[src/rtl/spi_cmd_tx.sv]
// rtl/spi_cmd_tx.sv - SPI mode-0 initiator: queues {cmd, data} packets and shifts them out MSB first.
module spi_cmd_tx #(
  parameter int PACKET_WIDTH = 24,
  parameter int DATA_WIDTH   = PACKET_WIDTH - 8,
  parameter int CLK_DIV      = 2,
  parameter int FIFO_DEPTH   = 4
) (
  input  logic                          sys_clk,
  input  logic                          rst,
  input  logic [7:0]                    in_cmd,
  input  logic [DATA_WIDTH-1:0]         in_data,
  input  logic                          in_valid,
  output logic                          in_ready,
  output logic [$clog2(FIFO_DEPTH):0]   fifo_level,
  output logic                          busy,
  output logic                          done,
  output logic                          sclk,
  output logic                          mosi,
  output logic                          csb
);

  localparam int AW = $clog2(FIFO_DEPTH);
  localparam int BW = $clog2(PACKET_WIDTH);
  localparam logic [7:0]    CNT_LAST = 8'(CLK_DIV - 1);
  localparam logic [BW-1:0] BIT_LAST = BW'(PACKET_WIDTH - 1);
  localparam logic [AW:0]   LEVEL_FULL = (AW + 1)'(FIFO_DEPTH);

  typedef enum logic [2:0] {IDLE, SETUP, HIGH, LOW, HOLD, GAP} state_t;

  state_t                  state;
  logic [7:0]              cnt;
  logic [BW-1:0]           bit_cnt;
  logic [PACKET_WIDTH-1:0] shift_reg;
  logic [PACKET_WIDTH-1:0] mem [FIFO_DEPTH];
  logic [AW-1:0]           wr_ptr;
  logic [AW-1:0]           rd_ptr;
  logic [AW:0]             level_next;
  logic                    push;
  logic                    pop;
  logic                    cnt_last;

  assign push     = in_valid && in_ready;
  assign pop      = (state == IDLE) && (fifo_level != '0);
  assign cnt_last = (cnt == CNT_LAST);

  always_comb begin
    level_next = fifo_level;
    if (push && !pop)
      level_next = fifo_level + (AW + 1)'(1);
    else if (!push && pop)
      level_next = fifo_level - (AW + 1)'(1);
  end

  always_ff @(posedge sys_clk) begin
    if (push)
      mem[wr_ptr] <= {in_cmd, in_data};
  end

  // in_ready looks only at the next level, so a same-cycle pop never gates a push.
  always_ff @(posedge sys_clk) begin
    if (rst) begin
      wr_ptr     <= '0;
      rd_ptr     <= '0;
      fifo_level <= '0;
      in_ready   <= 1'b1;
    end else begin
      if (push)
        wr_ptr <= wr_ptr + AW'(1);
      if (pop)
        rd_ptr <= rd_ptr + AW'(1);
      fifo_level <= level_next;
      in_ready   <= (level_next != LEVEL_FULL);
    end
  end

  always_ff @(posedge sys_clk) begin
    if (rst) begin
      state     <= IDLE;
      cnt       <= '0;
      bit_cnt   <= '0;
      shift_reg <= '0;
      sclk      <= 1'b0;
      mosi      <= 1'b0;
      csb       <= 1'b1;
      done      <= 1'b0;
      busy      <= 1'b0;
    end else begin
      done <= 1'b0;
      if (state == IDLE || cnt_last)
        cnt <= '0;
      else
        cnt <= cnt + 8'd1;
      case (state)
        IDLE: begin
          if (pop) begin
            mosi      <= mem[rd_ptr][PACKET_WIDTH-1];
            shift_reg <= {mem[rd_ptr][PACKET_WIDTH-2:0], 1'b0};
            csb       <= 1'b0;
            bit_cnt   <= '0;
            busy      <= 1'b1;
            state     <= SETUP;
          end else begin
            busy <= (level_next != '0);
          end
        end
        SETUP, LOW: begin
          if (cnt_last) begin
            sclk  <= 1'b1;
            state <= HIGH;
          end
        end
        HIGH: begin
          if (cnt_last) begin
            sclk <= 1'b0;
            if (bit_cnt == BIT_LAST) begin
              state <= HOLD;
            end else begin
              // Next bit goes out together with the falling edge.
              mosi      <= shift_reg[PACKET_WIDTH-1];
              shift_reg <= {shift_reg[PACKET_WIDTH-2:0], 1'b0};
              bit_cnt   <= bit_cnt + BW'(1);
              state     <= LOW;
            end
          end
        end
        HOLD: begin
          if (cnt_last) begin
            csb   <= 1'b1;
            mosi  <= 1'b0;
            done  <= 1'b1;
            state <= GAP;
          end
        end
        GAP: begin
          if (cnt_last) begin
            busy  <= (level_next != '0);
            state <= IDLE;
          end
        end
        default: state <= IDLE;
      endcase
    end
  end

endmodule
[config.mk]
export PLATFORM = sky130hd
export DESIGN_NAME = spi_cmd_tx
export DESIGN_NICKNAME = d
export VERILOG_FILES = /design/src/rtl/spi_cmd_tx.sv
export SDC_FILE = /design/constraint.sdc
export NUM_CORES = 1
export LEC_CHECK = 0
export CORE_ASPECT_RATIO = 0.75
export CORE_UTILIZATION = 41
export CTS_CLUSTER_SIZE = 16
export DETAILED_ROUTE_END_ITERATION = 8
export PLACE_DENSITY = 0.55
export SLEW_MARGIN = 5
export SYNTH_ARGS = -nofsm -noshare
export SYNTH_HDL_FRONTEND = slang
export SYNTH_SLANG_ARGS = --single-unit
[constraint.sdc]
create_clock -name sys_clk -period 6 [get_ports sys_clk]
set_input_delay 1.2 -clock sys_clk [delete_from_list [all_inputs] [get_ports sys_clk]]
set_output_delay 1.2 -clock sys_clk [all_outputs]
set_load 0.02 [all_outputs]
==> results of run 1 <==
cells in the final DEF, fill, tap and decap left out, drive strengths merged, types with 3 or more instances in the layout:
cell / count
clkbuf: 17
a21oi: 6
ha: 10
xor2: 6
xnor2: 5
clkinv: 4
clkdlybuf4s50: 34
nor2: 50
a22oi: 3
nor3: 3
mux4: 24
edfxtp: 96
inv: 11
a311oi: 24
and3: 6
o21ai: 5
nand3: 10
nand2: 56
or3: 4
a211oi: 3
or2: 3
bufinv: 3
dfxtp: 54
buf: 8
cell usage after synthesis (3+ instances only):
| master | instances | share of area (%) |
|---|---|---|
| or3_1 | 4 | 0.41 |
| o21ai_0 | 5 | 0.41 |
| a22oi_1 | 3 | 0.36 |
| xor2_1 | 6 | 0.85 |
| ha_1 | 10 | 2.0 |
| a311oi_1 | 7 | 0.99 |
| nand2_1 | 56 | 3.4 |
| xnor2_1 | 5 | 0.71 |
| buf_2 | 7 | 0.57 |
| nor3_1 | 3 | 0.24 |
| mux4_2 | 24 | 8.8 |
| edfxtp_1 | 96 | 47 |
| nor2_1 | 49 | 3.0 |
| buf_6 | 3 | 0.55 |
| nand3_1 | 10 | 0.81 |
| inv_1 | 7 | 0.43 |
| a21oi_1 | 6 | 0.49 |
| a311oi_2 | 17 | 4.1 |
| clkbuf_1 | 15 | 0.91 |
| and3_1 | 6 | 0.61 |
| or2_2 | 3 | 0.30 |
| a211oi_1 | 3 | 0.36 |
| dfxtp_1 | 54 | 18 |
cells by family after synthesis:
kind of cell / share of synthesized area, %
DFF: 64.2
adders and majority gates: 2.03
muxes: 9.08
xor gates and xnor gates: 1.56
buffers and inverters: 2.76
AOI/OAI and AO/OA: 9.20
and+or+nand+nor: 11.1
worst min-delay path: stages, from the launching register on:
cell and delay (ns):
dfxtp_1 0.31, nand2_1 0.05, a311oi_1 0.07
worst max path at each step:
stage	from	end	cells past startpoint	slack, ns
2_1_floorplan	in_valid	in_ready	5	3.64
3_3_place_gp	in_valid	in_ready	6	2.95
3_5_place_dp	in_valid	in_ready	6	2.90
4_1_cts	state[1]	bit_cnt[2]	6	3.07
5_1_grt	fifo_level[0]	shift_reg[11]	8	2.87
6_report	state[1]	shift_reg[22]	6	3.11
through the flow:
step                      area, µm²  hold slack (ns)  power [mW]
final                          7280            0.481        3.40
after global routing           7280            0.514        3.60
after CTS                      7280            0.482        3.44
after detailed placement       6680            0.474        2.36
after global placement         6680            0.472        2.34
after floorplan                6170            0.453        2.14
layer usage:
layer / vias to the layer above / GRT usage (%)
li1: 1706 / -
met1: 1756 / 23.3
met2: 71 / 24.6
met3: 4 / 4.07
met4: 0 / 6.23
met5: - / 0
power groups by stage:
stage	Clock [mW]	Combinational (mW)	Sequential, mW
after floorplan	0	0.774	1.37
after CTS	1.10	0.955	1.39
after detailed placement	0	0.950	1.41
after global placement	0	0.939	1.41
after global routing	1.14	1.04	1.41
final	1.07	0.944	1.39
cell type report:
type	instances	area share, %
Sequential cell	150	54.5
Inverter	7	0.361
Multi-Input combinational cell	250	28.0
Clock buffer	17	5.85
Timing Repair Buffer	42	5.47
Tap cell	200	3.44
Clock inverter	13	2.39
==> impl_results.md, run 1 <==
- First-pass GRT wire length: ~19 mm
- CTS resizes: 0
- Yosys warning total: 0
- Max reg flops: 96
- Final WL: 11.6 mm
- Die width: roughly 140 µm
- Critical path startpoint category: flop
- Least-Margin Pin Slew: about 1 ns
- Setup TNS: 0 ns
- Gpl congestion: ~0.76
- Share of total power in the clock network: 31.6%
- Critical Path Fanout Max: 32
- Hold_buf cts: 0
- DRT antenna net count: 0
- 1st-pass router iterations: 4
- NetSw: approximately 1.1 mW
- Leakage: ~2.4 nW
- Via-to-Cell Ratio: roughly 5.2
- Buffers added on ports: 35
- Initial Util: between 40% and 50%
- DRC Markers: 0
- Crit-path max cell delay: ~0.77 ns
- CP required: between 6 and 7 ns
- # H-tree levels: 4
- Layout cells sized above 1: around a fifth
- Post-synth net total: 472
- Final setup vio count: 0
- Maximum VDD drop: between 0.2 and 0.25 mV
- Crit path max-delay family: simple AND/OR/NAND/NOR gates
- Post-Layout Cell Count: about 680
- Cell-internal power: about 2.3 mW
- EDFF count, synth: 96
- Wl on met1: about 5.7 mm
- Post-Place Cells: between 600 and 700
- Seq. cell area: about 4000 µm²
- Hpwl dp: 7.15 mm
- Fillers: approximately 1300
- Post-synthesis register bit count: 150
- Slowest CP cell: or3b_1
- Chip Height: around 110 µm
- Core Rows: 38
- Status: finished, final reports clean
- Multi-input gate area: ~2000 µm²
- Worst Path Buf+Inv: 1
- Worst R2R Setup Slack: just over 3 ns
- Post-synth top flop: edfxtp_1
- Max-cap viol count: 0
- CTS Buf Count: 17
- Clk_lat worst skew: ~0.4 ns
- Worst-case clock buffer depth: 2
- Utilization after layout: around 50%
- Worst clock skew: roughly 0.0074 ns
- Count of cell types in the netlist: 50
- Fin crit share: 48.2%
- Top Layer Used: met4
- Critical path cell sequence: or3b_1, nor2_4, a2bb2oi_4, buf_4, nor2_1, a311oi_2
- Nets: 505
- Initial DRC Count: roughly 200
- Switching part of the total: between 30% and 40%
- Synthesized area: 6170 µm²
- Hold Path End: shift_reg[3]
- Cells on worst reg2reg path: 6
- GR Util All Layers: ~17%
- Via Count: 3537
- Hold WC Path Type: reg -> reg
- Pre-CTS setup slack: 2.90 ns
- Reg-to-Reg End: shift_reg[22]
- Initial antenna violation count: 0
- Slew margin rel.: around a third
- GRT overflow: 0
- Met2 WL: about 5.2 mm
- Worst Path Arrival: about 3.2 ns
- Fmax achieved: around 0.35 GHz
- Largest net degree at the start of global routing: between 40 and 50
- RSZ-0062 raised after global routing: false
- Final Max Slew Viols: 0
- Final Hold Fails: 0
- Vias in the first global route: approximately 3400
- Worst Hold Depth: 2
- Antenna diodes: 0
- CTS tree: yes
- Core Region: roughly 15000 µm²
- Clock edge transition at the registers on the reported setup and hold paths: approximately 0.060 ns
- Worst hold start: shift_reg[2]
- Per-cell routed wire length: 17.1 µm
- Seq pwr share: 40.7%
- Worst r2r src: state[1]
- Top Ports: 36
- Mapped Avg Cell Area: approximately 14 µm²
- Final Worst Setup Slack: slightly above 3 ns
- Minimum clock period: slightly below 3 ns
- Full die area: ~16000 µm²
- CP endpoint kind: flop
- Synth Instances: between 400 and 500
- Critical path type: reg -> reg
- Sink Count: 150
- Ys async rst share: 0%
- Met3 WL: ~650 µm
- Power per standard cell area: ~470 nW/µm²
- Sequential fraction of the synthesis area: 64.2%
- CTS root buffer: clkbuf_16
- Post CTS Setup Buffer Count: 0
- Combinational power share: ~28%
- Area grow syn2layout: 17.9%
Power figures use the tool's default switching activity.
==> inputs of run 2 (changes only) <==
clock period = 2.8 ns   (was 6 ns; I/O delays follow)
==> run 2 against run 1 <==
Compared with the run above:
- clock power grew 110%
- worst hold slack gained 0.0092 ns
- maximum frequency grew 22%
- wire length shrank 3.1%
- cell area grew 0.28%
- non-clock buffer count grew 5
- power grew 110%
- setup slack lost 2.7 ns
- first-iteration DRC count grew 17%
- clock skew grew 0.0094 ns
- critical endpoint is now bit_cnt[4]
- largest power group unchanged
==> impl_results.md, run 2 (synthesized netlist as in run 1, its figures left out) <==
- Vias in the first global route: 3600 (was 3429)
- Minimum clock period: 2.37 ns (was 2.89 ns)
- Final Max Slew Viols: 0 (unchanged)
- Core Region: 14600 µm² (unchanged)
- Nets: 510 (was 505)
- Largest net degree at the start of global routing: 47 (was 46)
- Most common cell after layout, fill and taps aside: edfxtp_1 (unchanged)
- Clock edge transition at the registers on the reported setup and hold paths: 0.06 ns (about the same)
- Worst clock skew: 0.0169 ns (was 0.00741 ns)
- Worst-case clock buffer depth: 2 (unchanged)
- Slew margin rel.: 60.3% (was 33.4%)
- DRT antenna net count: 0 (unchanged)
- GRT overflow: 0 (unchanged)
- Worst path most repeated cell: ha_1
- Critical path startpoint category: flop (unchanged)
- Slowest CP cell: or4_1 (was or3b_1)
- CP required: 3.15 ns (was 6.31 ns)
- 1st-pass router iterations: 5 (was 4)
- Top Layer Used: met4 (unchanged)
- CTS tree: yes (unchanged)
- Clk_lat worst skew: 0.42 ns (was 0.41 ns)
- Power per standard cell area: 984 nW/µm² (was 468 nW/µm²)
- DRC Markers: 0 (unchanged)
- Most frequent cells in the layout: edfxtp_1 (96), nand2_1 (56), dfxtp_1 (53) (unchanged)
- Hpwl dp: 6.99 mm (was 7.15 mm)
- Met3 WL: 309 µm (was 654 µm)
- Crit-path max cell delay: 0.53 ns (was 0.77 ns)
- Critical path cell sequence: inv_1, ha_1, ha_1, nor4_4, buf_4, o22ai_2, or4_1, nand2_1 (was or3b_1, nor2_4, a2bb2oi_4, buf_4, nor2_1, a311oi_2)
- CTS Buf Count: 17 (unchanged)
- Hold WC Path Type: reg -> reg (unchanged)
- First-pass GRT wire length: 18.6 mm (was 18.5 mm)
- Maximum VDD drop: 0.469 mV (was 0.216 mV)
- Wl on met1: 5.40 mm (was 5.71 mm)
- Die width: 144 µm (unchanged)
- Sink Count: 150 (unchanged)
- Initial DRC Count: 240 (was 205)
- Gpl congestion: 0.764 (was 0.762)
- Layout cells sized above 1: 19.8% (was 19.0%)
- Critical Path Fanout Max: 8 (was 32)
- Least-Margin Pin Slew: 0.594 ns (was 0.999 ns)
- Area grow syn2layout: 18.2% (was 17.9%)
- Via Count: 3554 (was 3537)
- Buffers added on ports: 35 (unchanged)
- Top Ports: 36 (unchanged)
- Final Hold Fails: 0 (unchanged)
- Final WL: 11.3 mm (was 11.6 mm)
- Met2 WL: 5.49 mm (was 5.22 mm)
- Full die area: 15600 µm² (unchanged)
- Post CTS Setup Buffer Count: 0 (unchanged)
- Chip Height: 108 µm (unchanged)
- Leakage: 2.46 nW (was 2.44 nW)
- Status: finished, final reports clean (unchanged)
- # H-tree levels: 4 (unchanged)
- Fillers: 1281 (was 1258)
- Initial antenna violation count: 0 (unchanged)
- Setup TNS: 0 ns (unchanged)
- Via-to-Cell Ratio: 5.18 (was 5.21)
- Per-cell routed wire length: 16.4 µm (was 17.1 µm)
- Max-cap viol count: 0 (unchanged)
- Worst Path Arrival: 2.72 ns (was 3.20 ns)
- Hold_buf cts: 0 (unchanged)
- Initial Util: 42.3% (unchanged)
- CTS resizes: 0 (unchanged)
- Antenna diodes: 0 (unchanged)
- Worst hold slack: 0.490 ns (was 0.481 ns)
- CTS root buffer: clkbuf_16 (unchanged)
- GR Util All Layers: 16.4% (was 16.5%)
- Core Rows: 38 (unchanged)
- Max reg flops: 96 (unchanged)
- Fin crit share: 84.8% (was 48.2%)
- Fmax achieved: 0.421 GHz (was 0.346 GHz)
- CP endpoint kind: flop (unchanged)
- Final setup vio count: 0 (unchanged)
- Critical path type: reg -> reg (unchanged)
- RSZ-0062 raised after global routing: false (unchanged)
## run 2: cell count changes in the layout (fill, tap and decap cells not counted), sizes merged
cell / previous run / this run
bufinv: 3 / 1
clkinv: 4 / 5
buf: 8 / 13
inv: 11 / 14
## run 2: area by class of cell
class	instances	area, µm²	share of cell area (%)
flip-flops and latches	150	3970	54.3
multi-input cells	250	2040	27.9
repair buffers	47	448	6.14
clock buffers	17	425	5.83
well taps	200	250	3.43
clock inverters	15	144	1.97
inverters	7	26.3	0.360
## run 2: per-layer routing
layer  vias to the layer above  track usage, %
li1                       1718               -
met5                         -               0
met1                      1788            21.8
met4                         0            5.32
met2                        44            25.7
met3                         4            5.05
## run 2: report_power, final
| part | switching [mW] | internal (mW) | total, mW |
|---|---|---|---|
| Combinational | 1.11 | 0.940 | 2.05 |
| Sequential | 0.218 | 2.71 | 2.93 |
| Clock | 0.951 | 1.25 | 2.20 |
## run 2: final timing paths
kind         depth (start not counted)      endpoint  slack (ns)          start
max                                  8    bit_cnt[4]        0.43  fifo_level[0]
min                                  2  shift_reg[3]        0.49   shift_reg[2]
max reg2reg                          8    bit_cnt[4]        0.43  fifo_level[0]
min reg2reg                          2  shift_reg[3]        0.49   shift_reg[2]
## run 2: through the flow
stage	utilization (%)	instance area (µm²)	cells	worst slack (ns)	power, mW
4_1_cts	50.0	7300	686	0.392	7.27
3_3_place_gp	46.1	6730	654	0.432	5.02
5_1_grt	50.0	7300	686	0.236	7.63
6_report	50.0	7300	686	0.426	7.18
2_1_floorplan	-	6170	435	0.620	4.58
3_5_place_dp	46.1	6730	654	0.345	5.07
## run 2: critical path: cells and delay by family, from the launching register on
kind	cells	cell delay [ns]
compound gates	1	0.13
buf+inv	2	0.31
simple gates	3	0.99
flops	1	0.44
fa+ha+maj	2	0.43
